--- config.mk ---
export PLATFORM = sky130hd
export DESIGN_NAME = kbd_rx_fifo_flat
export DESIGN_NICKNAME = d
export VERILOG_FILES = /design/src/rtl/kbd_rx_fifo_if.sv /design/src/rtl/kbd_rx_fifo.sv /design/src/flat_wrapper.sv
export SDC_FILE = /design/constraint.sdc
export NUM_CORES = 1
export LEC_CHECK = 0
export ABC_AREA = 1
export CAP_MARGIN = 20
export CELL_PAD_IN_SITES_DETAIL_PLACEMENT = 0
export CELL_PAD_IN_SITES_GLOBAL_PLACEMENT = 1
export CORE_MARGIN = 2
export CORE_UTILIZATION = 47
export CTS_CLUSTER_DIAMETER = 60
export DETAILED_ROUTE_END_ITERATION = 12
export PLACE_DENSITY_LB_ADDON = 0.1
export SYNTH_ARGS = -nofsm -noshare
export SYNTH_HDL_FRONTEND = slang
export SYNTH_SLANG_ARGS = --single-unit
--- constraint.sdc ---
create_clock -name CLOCK_50 -period 3.9 [get_ports CLOCK_50]
set_clock_uncertainty 0.2 [all_clocks]
set_input_delay 1.17 -clock CLOCK_50 [delete_from_list [all_inputs] [get_ports CLOCK_50]]
set_output_delay 1.17 -clock CLOCK_50 [all_outputs]
set_load 0.005 [all_outputs]
--- src/rtl/kbd_rx_fifo_if.sv ---
// CPU/keyboard-side signal bundle for kbd_rx_fifo; master = keyboard decoder plus CPU bus, slave = the FIFO.
interface kbd_rx_fifo_if #(parameter int AW = 4);
  logic [7:0]  key_ascii;
  logic        key_pressed;
  logic        key_released;
  logic        rd_sel;
  logic        rd_reg;
  logic [63:0] rd_data;
  logic [3:0]  interrupt_vector;
  logic        interrupt_done;
  logic [AW:0] fifo_count;

  modport master (
    output key_ascii, key_pressed, key_released, rd_sel, rd_reg, interrupt_done,
    input  rd_data, interrupt_vector, fifo_count
  );

  modport slave (
    input  key_ascii, key_pressed, key_released, rd_sel, rd_reg, interrupt_done,
    output rd_data, interrupt_vector, fifo_count
  );
endinterface

--- src/rtl/kbd_rx_fifo.sv ---
// Key-event FIFO between ps2_decoder and the CPU bus with IRQ handshake; KBD_BREAK_EN also queues key releases.
// Push/pop act on the posedge that sees the strobe edge, rd_data is combinational; a push into a full FIFO is dropped and flagged.
module kbd_rx_fifo #(
  parameter int         DEPTH   = 16,
  parameter int         AW      = 4,
  parameter logic [3:0] IRQ_VEC = 4'd1
) (
  input  logic           CLOCK_50,
  input  logic           KEY0,
  kbd_rx_fifo_if.slave   bus
);

  typedef enum logic [1:0] {IDLE, REQ, SERV} irq_state_e;

  logic [8:0]    mem_q [DEPTH];
  logic [AW-1:0] rd_ptr_q, rd_ptr_d;
  logic [AW-1:0] wr_ptr_q, wr_ptr_d;
  logic [AW:0]   count_q, count_d;
  logic          overflow_q, overflow_d;
  logic          press_q, press_d;
  logic          rd_sel_q, rd_sel_d;
  logic          armed_q, armed_d;
  irq_state_e    state_q, state_d;
  logic [3:0]    vec_q, vec_d;

  logic          full, empty, ascii_nz;
  logic          press_edge, rel_edge, rd_edge;
  logic          wr_req, do_push, do_pop, ovf_set, ovf_clr;
  logic [8:0]    wr_entry;
  logic [63:0]   rd_data;

  assign full     = (count_q == (AW+1)'(DEPTH));
  assign empty    = (count_q == '0);
  assign ascii_nz = (bus.key_ascii != 8'd0);

  // armed_q blocks a push from a key already held high when reset is released
  assign press_edge = armed_q && bus.key_pressed && !press_q && ascii_nz;
  assign rd_edge    = bus.rd_sel && !rd_sel_q;

`ifdef KBD_BREAK_EN
  logic rel_q, rel_d;
  assign rel_edge = armed_q && bus.key_released && !rel_q && ascii_nz;
  always_comb begin
    rel_d = bus.key_released;
  end
  always_ff @(posedge CLOCK_50) begin
    if (!KEY0) rel_q <= 1'b0;
    else       rel_q <= rel_d;
  end
`else
  assign rel_edge = 1'b0;
`endif

  always_comb begin
    press_d  = bus.key_pressed;
    rd_sel_d = bus.rd_sel;
    armed_d  = 1'b1;

    do_pop   = rd_edge && !bus.rd_reg && !empty;
    ovf_clr  = rd_edge && bus.rd_reg;

    // A coincident release loses to the press and is reported as an overflow
    wr_req   = press_edge || rel_edge;
    wr_entry = press_edge ? {1'b0, bus.key_ascii} : {1'b1, bus.key_ascii};
    do_push  = wr_req && (!full || do_pop);
    ovf_set  = (wr_req && full && !do_pop) || (press_edge && rel_edge);

    rd_ptr_d = do_pop  ? rd_ptr_q + AW'(1) : rd_ptr_q;
    wr_ptr_d = do_push ? wr_ptr_q + AW'(1) : wr_ptr_q;

    count_d = count_q;
    if (do_push && !do_pop)      count_d = count_q + (AW+1)'(1);
    else if (do_pop && !do_push) count_d = count_q - (AW+1)'(1);

    overflow_d = overflow_q;
    if (ovf_set)      overflow_d = 1'b1;
    else if (ovf_clr) overflow_d = 1'b0;
  end

  always_comb begin
    rd_data = 64'd0;
    if (bus.rd_reg)  rd_data = {54'd0, overflow_q, full, 8'(count_q)};
    else if (!empty) rd_data = {55'd0, mem_q[rd_ptr_q]};
  end

  always_comb begin
    state_d = state_q;
    case (state_q)
      IDLE:    if (!empty && bus.interrupt_done) state_d = REQ;
      REQ:     if (!bus.interrupt_done)          state_d = SERV;
      SERV:    if (bus.interrupt_done)           state_d = IDLE;
      default:                                   state_d = IDLE;
    endcase
    vec_d = (state_d == REQ) ? IRQ_VEC : 4'd0;
  end

  always_ff @(posedge CLOCK_50) begin
    if (!KEY0) begin
      rd_ptr_q   <= '0;
      wr_ptr_q   <= '0;
      count_q    <= '0;
      overflow_q <= 1'b0;
      press_q    <= 1'b0;
      rd_sel_q   <= 1'b0;
      armed_q    <= 1'b0;
      state_q    <= IDLE;
      vec_q      <= 4'd0;
    end else begin
      rd_ptr_q   <= rd_ptr_d;
      wr_ptr_q   <= wr_ptr_d;
      count_q    <= count_d;
      overflow_q <= overflow_d;
      press_q    <= press_d;
      rd_sel_q   <= rd_sel_d;
      armed_q    <= armed_d;
      state_q    <= state_d;
      vec_q      <= vec_d;
    end
  end

  // Storage needs no reset: an entry is only visible once count covers it
  always_ff @(posedge CLOCK_50) begin
    if (KEY0 && do_push) mem_q[wr_ptr_q] <= wr_entry;
  end

  assign bus.rd_data          = rd_data;
  assign bus.interrupt_vector = vec_q;
  assign bus.fifo_count       = count_q;

endmodule

--- src/flat_wrapper.sv ---
// flat-port wrapper written by rule: the top's interface ports become plain ports
module kbd_rx_fifo_flat 
#(
  parameter int         DEPTH   = 16,
  parameter int         AW      = 4,
  parameter logic [3:0] IRQ_VEC = 4'd1
)
  (CLOCK_50, KEY0, bus_key_ascii, bus_key_pressed, bus_key_released, bus_rd_sel, bus_rd_reg, bus_interrupt_done, bus_rd_data, bus_interrupt_vector, bus_fifo_count);
  kbd_rx_fifo_if #(.AW(AW)) bus_i ();
  input  logic CLOCK_50;
  input  logic KEY0;
  input wire logic [$bits(bus_i.key_ascii)-1:0] bus_key_ascii;
  input wire logic [$bits(bus_i.key_pressed)-1:0] bus_key_pressed;
  input wire logic [$bits(bus_i.key_released)-1:0] bus_key_released;
  input wire logic [$bits(bus_i.rd_sel)-1:0] bus_rd_sel;
  input wire logic [$bits(bus_i.rd_reg)-1:0] bus_rd_reg;
  input wire logic [$bits(bus_i.interrupt_done)-1:0] bus_interrupt_done;
  output wire logic [$bits(bus_i.rd_data)-1:0] bus_rd_data;
  output wire logic [$bits(bus_i.interrupt_vector)-1:0] bus_interrupt_vector;
  output wire logic [$bits(bus_i.fifo_count)-1:0] bus_fifo_count;
  assign bus_i.key_ascii = bus_key_ascii;
  assign bus_i.key_pressed = bus_key_pressed;
  assign bus_i.key_released = bus_key_released;
  assign bus_i.rd_sel = bus_rd_sel;
  assign bus_i.rd_reg = bus_rd_reg;
  assign bus_i.interrupt_done = bus_interrupt_done;
  assign bus_rd_data = bus_i.rd_data;
  assign bus_interrupt_vector = bus_i.interrupt_vector;
  assign bus_fifo_count = bus_i.fifo_count;
  kbd_rx_fifo #(.DEPTH(DEPTH), .AW(AW), .IRQ_VEC(IRQ_VEC)) u_core (.CLOCK_50(CLOCK_50), .KEY0(KEY0), .bus(bus_i));
endmodule
==> metrics.md <==
| Metric | Value |
|---|---|
| Largest net degree at the start of global routing | `65` |
| I/O Pins | `88` |
| Largest delay share family, worst path | `buffers and inverters` |
| Lkg Pwr | `3.81 nW` |
| Die H | `133 µm` |
| Fin. max-slew vios | `0` |
| Post-route ant nets | `0` |
| # Max-Cap Violations | `0` |
| Placed cells | `1052` |
| Post-Layout Cell Count | `1085` |
| Biggest area consumer among synthesized cells | `edfxtp_1` |
| Post-Synthesis Cells | `794` |
| CTS HTree Levels | `4` |
| Post-detail-place hpwl | `11200 µm` |
| Row count | `47` |
| Clock Tree Buf Depth | `2` |
| Post-synthesis register bit count | `168` |
| Die footprint | `17800 µm²` |
| Most frequent cells in the layout | `207 x nand2_1, 144 x edfxtp_1, 104 x inv_1` |
| Yosys cell types | `32` |
| CP Class | `in2out` |
| Initial antenna violation count | `0` |
| GRT Total Usage | `20.2%` |
| Clock buffer count from CTS | `17` |
| Final Hold Slack | `268 ps` |
| Avg Cell Area, Syn | `9.92 µm²` |
| Crit path launch type | `input pin` |
| Max VDD drop | `0.288 mV` |
| Worst-Skew Late Latency | `420 ps` |
| DR pass1 iterations | `6` |
| CP Buf/Inv Count | `4` |
| Final setup vio count | `0` |
| PortBufs | `29` |
| Status | `finished clean` |
| Die W | `133 µm` |
| First-pass GRT wire length | `26800 µm` |
| Worst-Margin Slew | `574 ps` |
| PnR worst setup slack | `97.1 ps` |
| Worst Path Max Fanout | `8` |
| Root buf cell | `clkbuf_16` |
| DR DRC count | `0` |
| Rel. slew slack | `61.7%` |
| Critical Path AT | `2430 ps` |
| Final Cycle Share | `97.5%` |
| Total number of vias | `5174` |
| Worst path most repeated cell | `clkdlybuf4s50_1` |
| P per Cell Area | `482 nW/µm²` |
| Yosys top cell area share | `54.9%` |
| Total grt overflow | `0` |
| Most common cell after layout, fill and taps aside | `nand2_1` |
| Post-CTS Hold Buffers | `0` |
| CTS tree | `yes` |
| Vias in the first global route | `4845` |
| Slowest stage delay, CP | `490 ps` |
| Crit path time final | `3800 ps` |
| Synth area leaders | `edfxtp_1 55%, nand2_1 9.9%, buf_4 6.6%` |
| Setup Total Neg Slack | `0 ps` |
| Final net count | `877` |
| Via/cell ratio | `4.77` |
| Initial DRC Count | `401` |
| Initial Util | `47.8%` |
| Clock Pin Slew Worst Setup and Hold Paths | `60 ps` |
| WL/cell | `15.9 µm` |
| FMAX | `263 MHz` |
| Required @ worst endpoint | `2530 ps` |
| CP max-delay cell | `clkdlybuf4s50_1` |
| Min-delay worst type | `reg2reg` |
| Clock sink count | `168` |
| Final wirelength | `17200 µm` |
| Core Footprint | `16500 µm²` |
| Ratio of cells with drive above 1 in the final layout | `10.2%` |
| Worst path cell trace | `clkdlybuf4s50_1, buf_4, nand2_1, inv_1, clkdlybuf4s50_1` |
| RSZ-0062 raised after global routing | `no` |
| CP Capture Type | `primary output` |
| Hold Fails Final Rpt | `0` |
| Antenna diodes | `0` |
| GPL Wtd Cong | `0.746` |
| Synthesized area | `7880 µm²` |
| Area grow syn2layout | `13.0%` |
| DP Worst Slack | `-88.4 ps` |
| Synth warn | `0` |
| Sequential share of the synthesized area | `61.0%` |
[final cells by class]
cell class                      instances  area (µm²)
Clock buffer                           26         546
Clock inverter                          6        57.6
Fill cell                            1479        7570
Inverter                              110         424
Multi-Input combinational cell        487        2220
Sequential cell                       168        4810
Tap cell                              220         275
Timing Repair Buffer                   68         572
[flip-flops by register name, summed over array words and instances (netlist names), named ones only]
signal and cells:
u_core.bus.fifo_count 5, u_core.rd_ptr_q 4, u_core.mem_q 144, u_core.armed_q 1, u_core.overflow_q 1, u_core.bus.interrupt_vector 1, u_core.wr_ptr_q 4, u_core.state_q 2
u_core.press_q 1, u_core.rd_sel_q 1
[through the flow]
stage	instance area, µm²	power (mW)	util, %
6_report	8900	4.28	54.0
5_1_grt	8900	4.47	54.0
4_1_cts	8900	4.33	54.0
3_5_place_dp	8300	2.67	50.4
3_3_place_gp	8300	2.66	50.4
2_1_floorplan	8090	2.48	-
[final timing paths]
kind	from	endpoint	slack, ps	cells past startpoint
setup / recovery	bus_rd_reg	bus_rd_data[9]	100	5
hold / removal	u_core.state_q[0]$_SDFF_PN0_	u_core.state_q[1]$_SDFF_PN0_	270	1
setup reg to reg	u_core.bus.fifo_count[1]$_SDFFE_PN0P_	u_core.bus.fifo_count[3]$_SDFFE_PN0P_	1400	10
hold reg to reg	u_core.state_q[0]$_SDFF_PN0_	u_core.state_q[1]$_SDFF_PN0_	270	1
[metal layers]
layer  up-vias  track usage, %  share of wire, %
met3        18            3.16               3.7
met2       108            33.9                50
met1      2471            26.9                45
li1       2577               -                 -
met5         -               0                 0
met4         0            6.74               1.4
[kinds of logic (layout without fill, tap and decap cells)]
family / Yosys count / count (layout) / synth area share [%]
AOI/OAI and AO/OA: 44 / 44 / 3.13
xor gates and xnor gates: 7 / 7 / 0.779
adders and majority gates: 10 / 10 / 1.68
buffers and inverters: 195 / 210 / 13.5
DFF: 168 / 168 / 61.0
other: 1 / 57 / 0.0476
and+or+nand+nor: 369 / 369 / 19.8
[worst reg2reg max path, cell delays in order, from the launching register on]
cell and delay, ps:
dfxtp_1 470, inv_1 120, nand4_1 230, nand2_2 170, ha_1 260, inv_1 140, ha_1 290, a21oi_1 190
nand3_1 100, a31o_2 240, inv_1 40
[cells in the mapped netlist, drive strengths merged]
master and number:
ha 9, a31o 1, nor4 2, nand3 95, nand4 1, a21oi 16
edfxtp 144, conb 1, xnor2 2, fa 1, nand3b 1, nor2 57
o211ai 9, buf 84, clkinv 2, nand2 213, dfxtp 24, xor2 5
clkbuf 1, inv 108, o21ai 18
[where the power goes]
group | total, mW | internal, mW | switching, mW
clock | 1.68 | 1.03 | 0.651
sequential | 2.02 | 1.98 | 0.0365
combinational | 0.589 | 0.220 | 0.369
total | 4.28 | 3.23 | 1.06
[timing repair]
item	in CTS	in global routing
buffers inserted	1	0
endpoints found under the setup margin	9	0
gates resized for setup	10	0
endpoints found under the hold margin	0	0
Note: power is estimated with default switching activity, not from simulation.
